$ cat config.mk
export PLATFORM = sky130hd
export DESIGN_NAME = zion_basic_circuit_lib_pipe_dff
export DESIGN_NICKNAME = d
export VERILOG_FILES = /design/src/rtl/zion_basic_circuit_lib_pipe_dff.sv
export SDC_FILE = /design/constraint.sdc
export NUM_CORES = 1
export LEC_CHECK = 0
export ABC_AREA = 1
export CELL_PAD_IN_SITES_DETAIL_PLACEMENT = 1
export CELL_PAD_IN_SITES_GLOBAL_PLACEMENT = 1
export CORE_MARGIN = 4
export CORE_UTILIZATION = 33
export DETAILED_ROUTE_END_ITERATION = 10
export PLACE_DENSITY = 0.78
export SETUP_SLACK_MARGIN = 0.5
export SLEW_MARGIN = 20
export SYNTH_ARGS = -nofsm -noshare
export SYNTH_HDL_FRONTEND = slang
export SYNTH_SLANG_ARGS = --single-unit
$ cat constraint.sdc
create_clock -name clk -period 1.2 [get_ports clk]
set_input_delay 0.12 -clock clk [delete_from_list [all_inputs] [get_ports clk]]
set_output_delay 0.12 -clock clk [all_outputs]
set_load 0.05 [all_outputs]
$ cat src/rtl/zion_basic_circuit_lib_pipe_dff.sv
// Elastic register pipeline: DEPTH valid/ready stages with bubble collapsing and synchronous flush.
// Defining ZION_PIPE_DFF_OCC_EN adds the registered occupancy output oCnt.
module zion_basic_circuit_lib_pipe_dff #(
  parameter int                   WIDTH_IN  = 8,
  parameter int                   WIDTH_OUT = 8,
  parameter int                   DEPTH     = 2,
  parameter logic [WIDTH_OUT-1:0] INI_DATA  = '0
) (
  input  logic                 clk,
  input  logic                 rst,
  input  logic                 clr,
  input  logic                 iVld,
  output logic                 iRdy,
  input  logic [WIDTH_IN-1:0]  iDat,
  output logic                 oVld,
  input  logic                 oRdy,
  output logic [WIDTH_OUT-1:0] oDat
`ifdef ZION_PIPE_DFF_OCC_EN
  ,
  output logic [((DEPTH < 1) ? 1 : $clog2(DEPTH + 1))-1:0] oCnt
`endif
);

`ifdef ZION_PIPE_DFF_OCC_EN
  localparam int CNT_W = (DEPTH < 1) ? 1 : $clog2(DEPTH + 1);
`endif

  if (WIDTH_IN != WIDTH_OUT || DEPTH > 64) begin : g_param_check
`ifdef CHECK_ERR_EXIT
    $fatal(1, "zion_basic_circuit_lib_pipe_dff: WIDTH_IN must equal WIDTH_OUT and DEPTH must be <= 64");
`else
    $error("zion_basic_circuit_lib_pipe_dff: WIDTH_IN must equal WIDTH_OUT and DEPTH must be <= 64");
`endif
  end

  if (DEPTH == 0) begin : g_passthru
    logic unused_ok;

    assign oVld      = iVld;
    assign oDat      = iDat;
    assign iRdy      = oRdy;
    assign unused_ok = &{1'b0, clk, rst, clr};
`ifdef ZION_PIPE_DFF_OCC_EN
    assign oCnt = '0;
`endif
  end else begin : g_pipe
    logic [DEPTH-1:0]     vld_q;
    logic [WIDTH_OUT-1:0] dat_q  [DEPTH];
    logic [DEPTH-1:0]     rdy;
    logic [DEPTH-1:0]     up_vld;
    logic [WIDTH_OUT-1:0] up_dat [DEPTH];
    logic                 in_fire;

    for (genvar k = 0; k < DEPTH; k++) begin : g_stage
      // Flattened form of rdy[k] = !vld[k] | rdy[k+1]: any bubble downstream or a ready sink.
      assign rdy[k] = oRdy | ~(&vld_q[DEPTH-1:k]);
      if (k == 0) begin : g_head
        assign up_vld[k] = in_fire;
        assign up_dat[k] = iDat;
      end else begin : g_body
        assign up_vld[k] = vld_q[k-1];
        assign up_dat[k] = dat_q[k-1];
      end
    end

    assign iRdy    = rdy[0] & ~clr;
    assign in_fire = iVld & iRdy;
    assign oVld    = vld_q[DEPTH-1];
    assign oDat    = dat_q[DEPTH-1];

    always_ff @(posedge clk) begin
      if (rst || clr) begin
        vld_q <= '0;
        for (int k = 0; k < DEPTH; k++) dat_q[k] <= INI_DATA;
      end else begin
        for (int k = 0; k < DEPTH; k++) begin
          if (rdy[k]) begin
            vld_q[k] <= up_vld[k];
            // Data only moves with a valid token, so bubbles never toggle the data regs.
            if (up_vld[k]) dat_q[k] <= up_dat[k];
          end
        end
      end
    end

`ifdef ZION_PIPE_DFF_OCC_EN
    logic             out_fire;
    logic [CNT_W-1:0] cnt_q;

    assign out_fire = vld_q[DEPTH-1] & oRdy;
    assign oCnt     = cnt_q;

    always_ff @(posedge clk) begin
      if (rst || clr) begin
        cnt_q <= '0;
      end else if (in_fire && !out_fire) begin
        cnt_q <= cnt_q + CNT_W'(1);
      end else if (out_fire && !in_fire) begin
        cnt_q <= cnt_q - CNT_W'(1);
      end
    end

    a_occ_matches_valids: assert property (@(posedge clk) disable iff (rst)
      $countones(vld_q) == int'(cnt_q));
`endif
  end

endmodule

# --- Yosys cells after proc, flatten, opt, wreduce, memory -nomap -nowiden ---
# Memory sizes are Yosys's and may differ from the RTL's.
# Cells that the tools add are included.
totals:
  regBits: 2
  ram_bits: 16
  in_bits: 13
  out_inout_bits: 10
  elab_cells: 26
  n_memories: 1
memory_table:
  columns: ["name", "depth", "width", "read_ports", "rd_ports_with_merged_regs", "write_ports", "line_no", "source"]
  rows:
  - ["g_pipe.dat_q", 2, 8, 2, 0, 2, "48", "logic [WIDTH_OUT-1:0] dat_q [DEPTH];"]
op_classes:
  n_mux: 12
  n_bitwise: 9
  n_reduce_logical: 2
op_table:
  columns: ["operator", "count"]
  rows:
  - ["8-bit two-way mux", 2]
  - ["1-bit two-way mux", 10]
  - ["1-bit bitwise OR", 4]
  - ["1-bit inverter", 3]
  - ["1-bit AND", 2]
  - ["2-bit AND reduction", 1]
  - ["1-bit logical OR", 1]

# --- Longest topological paths before layout ---
# Gate-level depths: netlist of the first run.
depth:
  depth_word: 10
  ltp_mapped: 6
  mapped_depth_nobuf: 5

# --- Worst setup path after synthesis of the first run ---
# Ideal clock, no wire load.
synth_path:
  path_type: "register -> register"
  from: "register g_pipe.vld_q[1]"
  to: "memory g_pipe.dat_q[0][0] (enable)"
  setup_time_ns: 0.329
  t_arrival_ns: 1.771
  required_ns: 0.871
  slack_ns: -0.900
  path_stages_with_launch: 6
  path_buffers: 0
  synth_period_minus_slack_ns: 2.100
  path_cell_list: "dfxtp_1 > inv_1 > nor2_1 > a21oi_1 > nand2_1 > nand2_1"
synth_lines:
  columns: ["item", "line_no", "source"]
  rows:
  - ["start: declaration", "47", "logic [DEPTH-1:0] vld_q;"]
  - ["start signal: indexed assignment", "78", "vld_q[k] <= up_vld[k];"]
  - ["end: declaration", "48", null]

==> results of run 1 <==
worst paths after layout:
check                  startpoint                 end  slack [ns]  depth (start not counted)
hold reg to reg   g_pipe.vld_q[0]     g_pipe.vld_q[1]        0.54                          2
hold / removal                clr  g_pipe.dat_q[0][9]        0.45                          4
setup reg to reg  g_pipe.vld_q[1]  g_pipe.dat_q[0][2]       -0.09                          6
setup / recovery  g_pipe.vld_q[1]  g_pipe.dat_q[0][2]       -0.09                          6
per-layer routing:
metal | up-vias | track usage, %
li1 | 307 | -
met1 | 290 | 12.4
met2 | 17 | 21.5
met3 | 2 | 2.81
met4 | 0 | 5.06
met5 | - | 0
Yosys cell counts:
master    number  area share, %
nor2_4         1            1.3
a21oi_2        9            8.8
nand2_1        3            1.3
nand3_4        1            2.0
a21oi_1        8            4.5
dfxtp_1        2            4.5
a21oi_4        1            1.8
inv_1         22            9.2
nand3_1        1           0.56
nor2_1         3            1.3
nand4_4        1            2.4
buf_4          8            6.7
edfxtp_1      16             53
buf_6          2            2.5
critical path, stage by stage (launching register included):
cell and delay [ns]:
dfxtp_4 0.37, buf_4 0.13, buf_6 0.12, nand3_4 0.09, nand4_4 0.10, buf_12 0.19
a21oi_4 0.15
cell type report:
| class | count | area (µm²) | share of cell area, % |
|---|---|---|---|
| well taps | 30 | 37.5 | 2.50 |
| clock buffers | 3 | 22.5 | 1.50 |
| clock inverters | 1 | 3.75 | 0.250 |
| repair buffers | 38 | 502 | 33.4 |
| inverters | 22 | 87.6 | 5.84 |
| flip-flops and latches | 18 | 528 | 35.2 |
| multi-input cells | 28 | 319 | 21.3 |
flip-flops by register name (all words and copies together) (netlist names):
name / flops
g_pipe.dat_q: 16
g_pipe.vld_q: 2
metrics by stage:
step / hold slack, ns / cells / utilization (%)
after CTS: 0.458 / 136 / 55.6
after floorplan: 0.243 / 78 / -
after detailed placement: 0.536 / 127 / 51.3
final: 0.447 / 140 / 58.9
after global placement: 0.524 / 127 / 51.3
after global routing: 0.460 / 140 / 58.9
report_power, final:
part           internal [mW]  switching [mW]  total [mW]
registers              0.713          0.0215       0.734
clock network          0.121           0.184       0.305
logic                  0.147           0.151       0.297
logic make-up after synthesis:
group	count (synthesis)	share of synthesized area, %
flops	18	57.9
buf+inv	32	18.4
compound gates	18	15.0
simple gates	10	8.63
what timing repair did:
item,4_1_cts,5_1_grt
endpoints found under the setup margin,44,44
resized for setup,15,15
pin swaps,4,19
setup buffers,5,4
==> results by group, run 1 <==
Outcome
  – Status: complete, but fails checks
  – Violated checks: negative setup slack

Route
  – WL per Instance: 14.2 µm
  – Met3 wire length: 103 µm
  – First-pass iteration count of the detailed router: 4
  – Post-DRT Antenna Nets: 0
  – Top Layer Used: met4
  – DR vias: 616
  – Wirelength, routed: 1990 µm
  – DR WL met2: 1070 µm
  – Vias per cell: 4.40
  – Detailed Route Iter0 Violations: 7
  – Residual DRC count: 0
  – Met1 WL: 801 µm

Timing
  – Final min period: 1.29 ns
  – Final hold vios: 0
  – Worst-Margin Slew: 0.262 ns
  – Max frequency: 0.778 GHz
  – Final Skew: 0.00437 ns
  – Worst rel slew slack: 82.5%
  – Endpoints failing setup: 22
  – Final period util: 107%
  – Total negative slack: -1.22 ns
  – RSZ-0062 raised after global routing: yes
  – Fin. max-slew vios: 0
  – Final worst setup slack: -0.0856 ns

Finish
  – Area Growth Syn to Fin: 67.0%
  – # diodes: 0
  – Commonest non-fill, non-tap cells in the layout: 20 x inv_1, 16 x edfxtp_1, 14 x a21oi_2
  – Commonest non-fill, non-tap cell in the layout: inv_1
  – Fill count: 263
  – Fin area: 0.00150 mm²
  – Layout cell share with drive strength beyond 1: 55.5%
  – # nets final: 124

Placement
  – Global placer's final weighted congestion: 0.737
  – Final HPWL DP: 1290 µm
  – Cell area after placement: 0.00131 mm²
  – Dpl ws: -0.275 ns
  – PortBufs: 22

Worst setup path
  – Worst path required time: 1.35 ns
  – Endpoint class of the critical path: register
  – Critical path arrival: 1.43 ns
  – Crit Path Max Fanout: 16
  – Crit path kind: register to register
  – Startpoint Class: register

Synth
  – Yosys warns: 0
  – Syn avg cell area: 11.5 µm²
  – Cells after synthesis: 78
  – Syn Nets: 91
  – Synthesized area: 898 µm²
  – Flops & latches, synth: 18
  – Yosys cell types: 14
  – Seq/Total Area, Yosys: 57.9%

GRT
  – Global-route wire length before repair: 3020 µm
  – GRT Total Usage: 11.7%
  – Initial antenna violation count: 0
  – Largest net degree at the start of global routing: 17
  – Vias in the first global route: 627
  – Grt ovf: 0

Power and ir drop
  – VDD IR max: 0.479 mV
  – Pwr per Cell Area: 891 mW/mm²
  – Leak: 0.587 nW
  – Power Total: 1.34 mW

Clocking
  – Clock root buffer master: clkbuf_4
  – Clock transition at path regs: 0.10 ns
  – Clk Latency, worst-skew pair: 0.29 ns
  – H-tree depth: 1
  – Clk sinks: 18
  – CTS tree: built
  – Deepest clock path buffer count: 2
  – Cts bufs inserted: 3
  – Hold-fix buffers at CTS: 0

Job
  – Max_cap viols: 0

Die
  – Core Area: 0.00254 mm²
  – Rows: 18
  – Die width: 60.2 µm
  – Die height: 60.2 µm
  – Die ar.: 0.00362 mm²
  – Starting density of the core: 35.3%
  – Ports: 23

Min path
  – Hold crit path type: input pin to register
(Power assumes the default switching activity.)
==> inputs of run 2 (changes only) <==
--- a/config.mk
+++ b/config.mk
@@ -11,6 +11,7 @@
 export CORE_MARGIN = 4
 export CORE_UTILIZATION = 33
 export DETAILED_ROUTE_END_ITERATION = 10
+export HOLD_SLACK_MARGIN = 0.03
 export PLACE_DENSITY = 0.78
 export SETUP_SLACK_MARGIN = 0.5
 export SLEW_MARGIN = 20
==> results of run 2 <==
No change in the layout: final DEF, timing and power equal those of run 1.
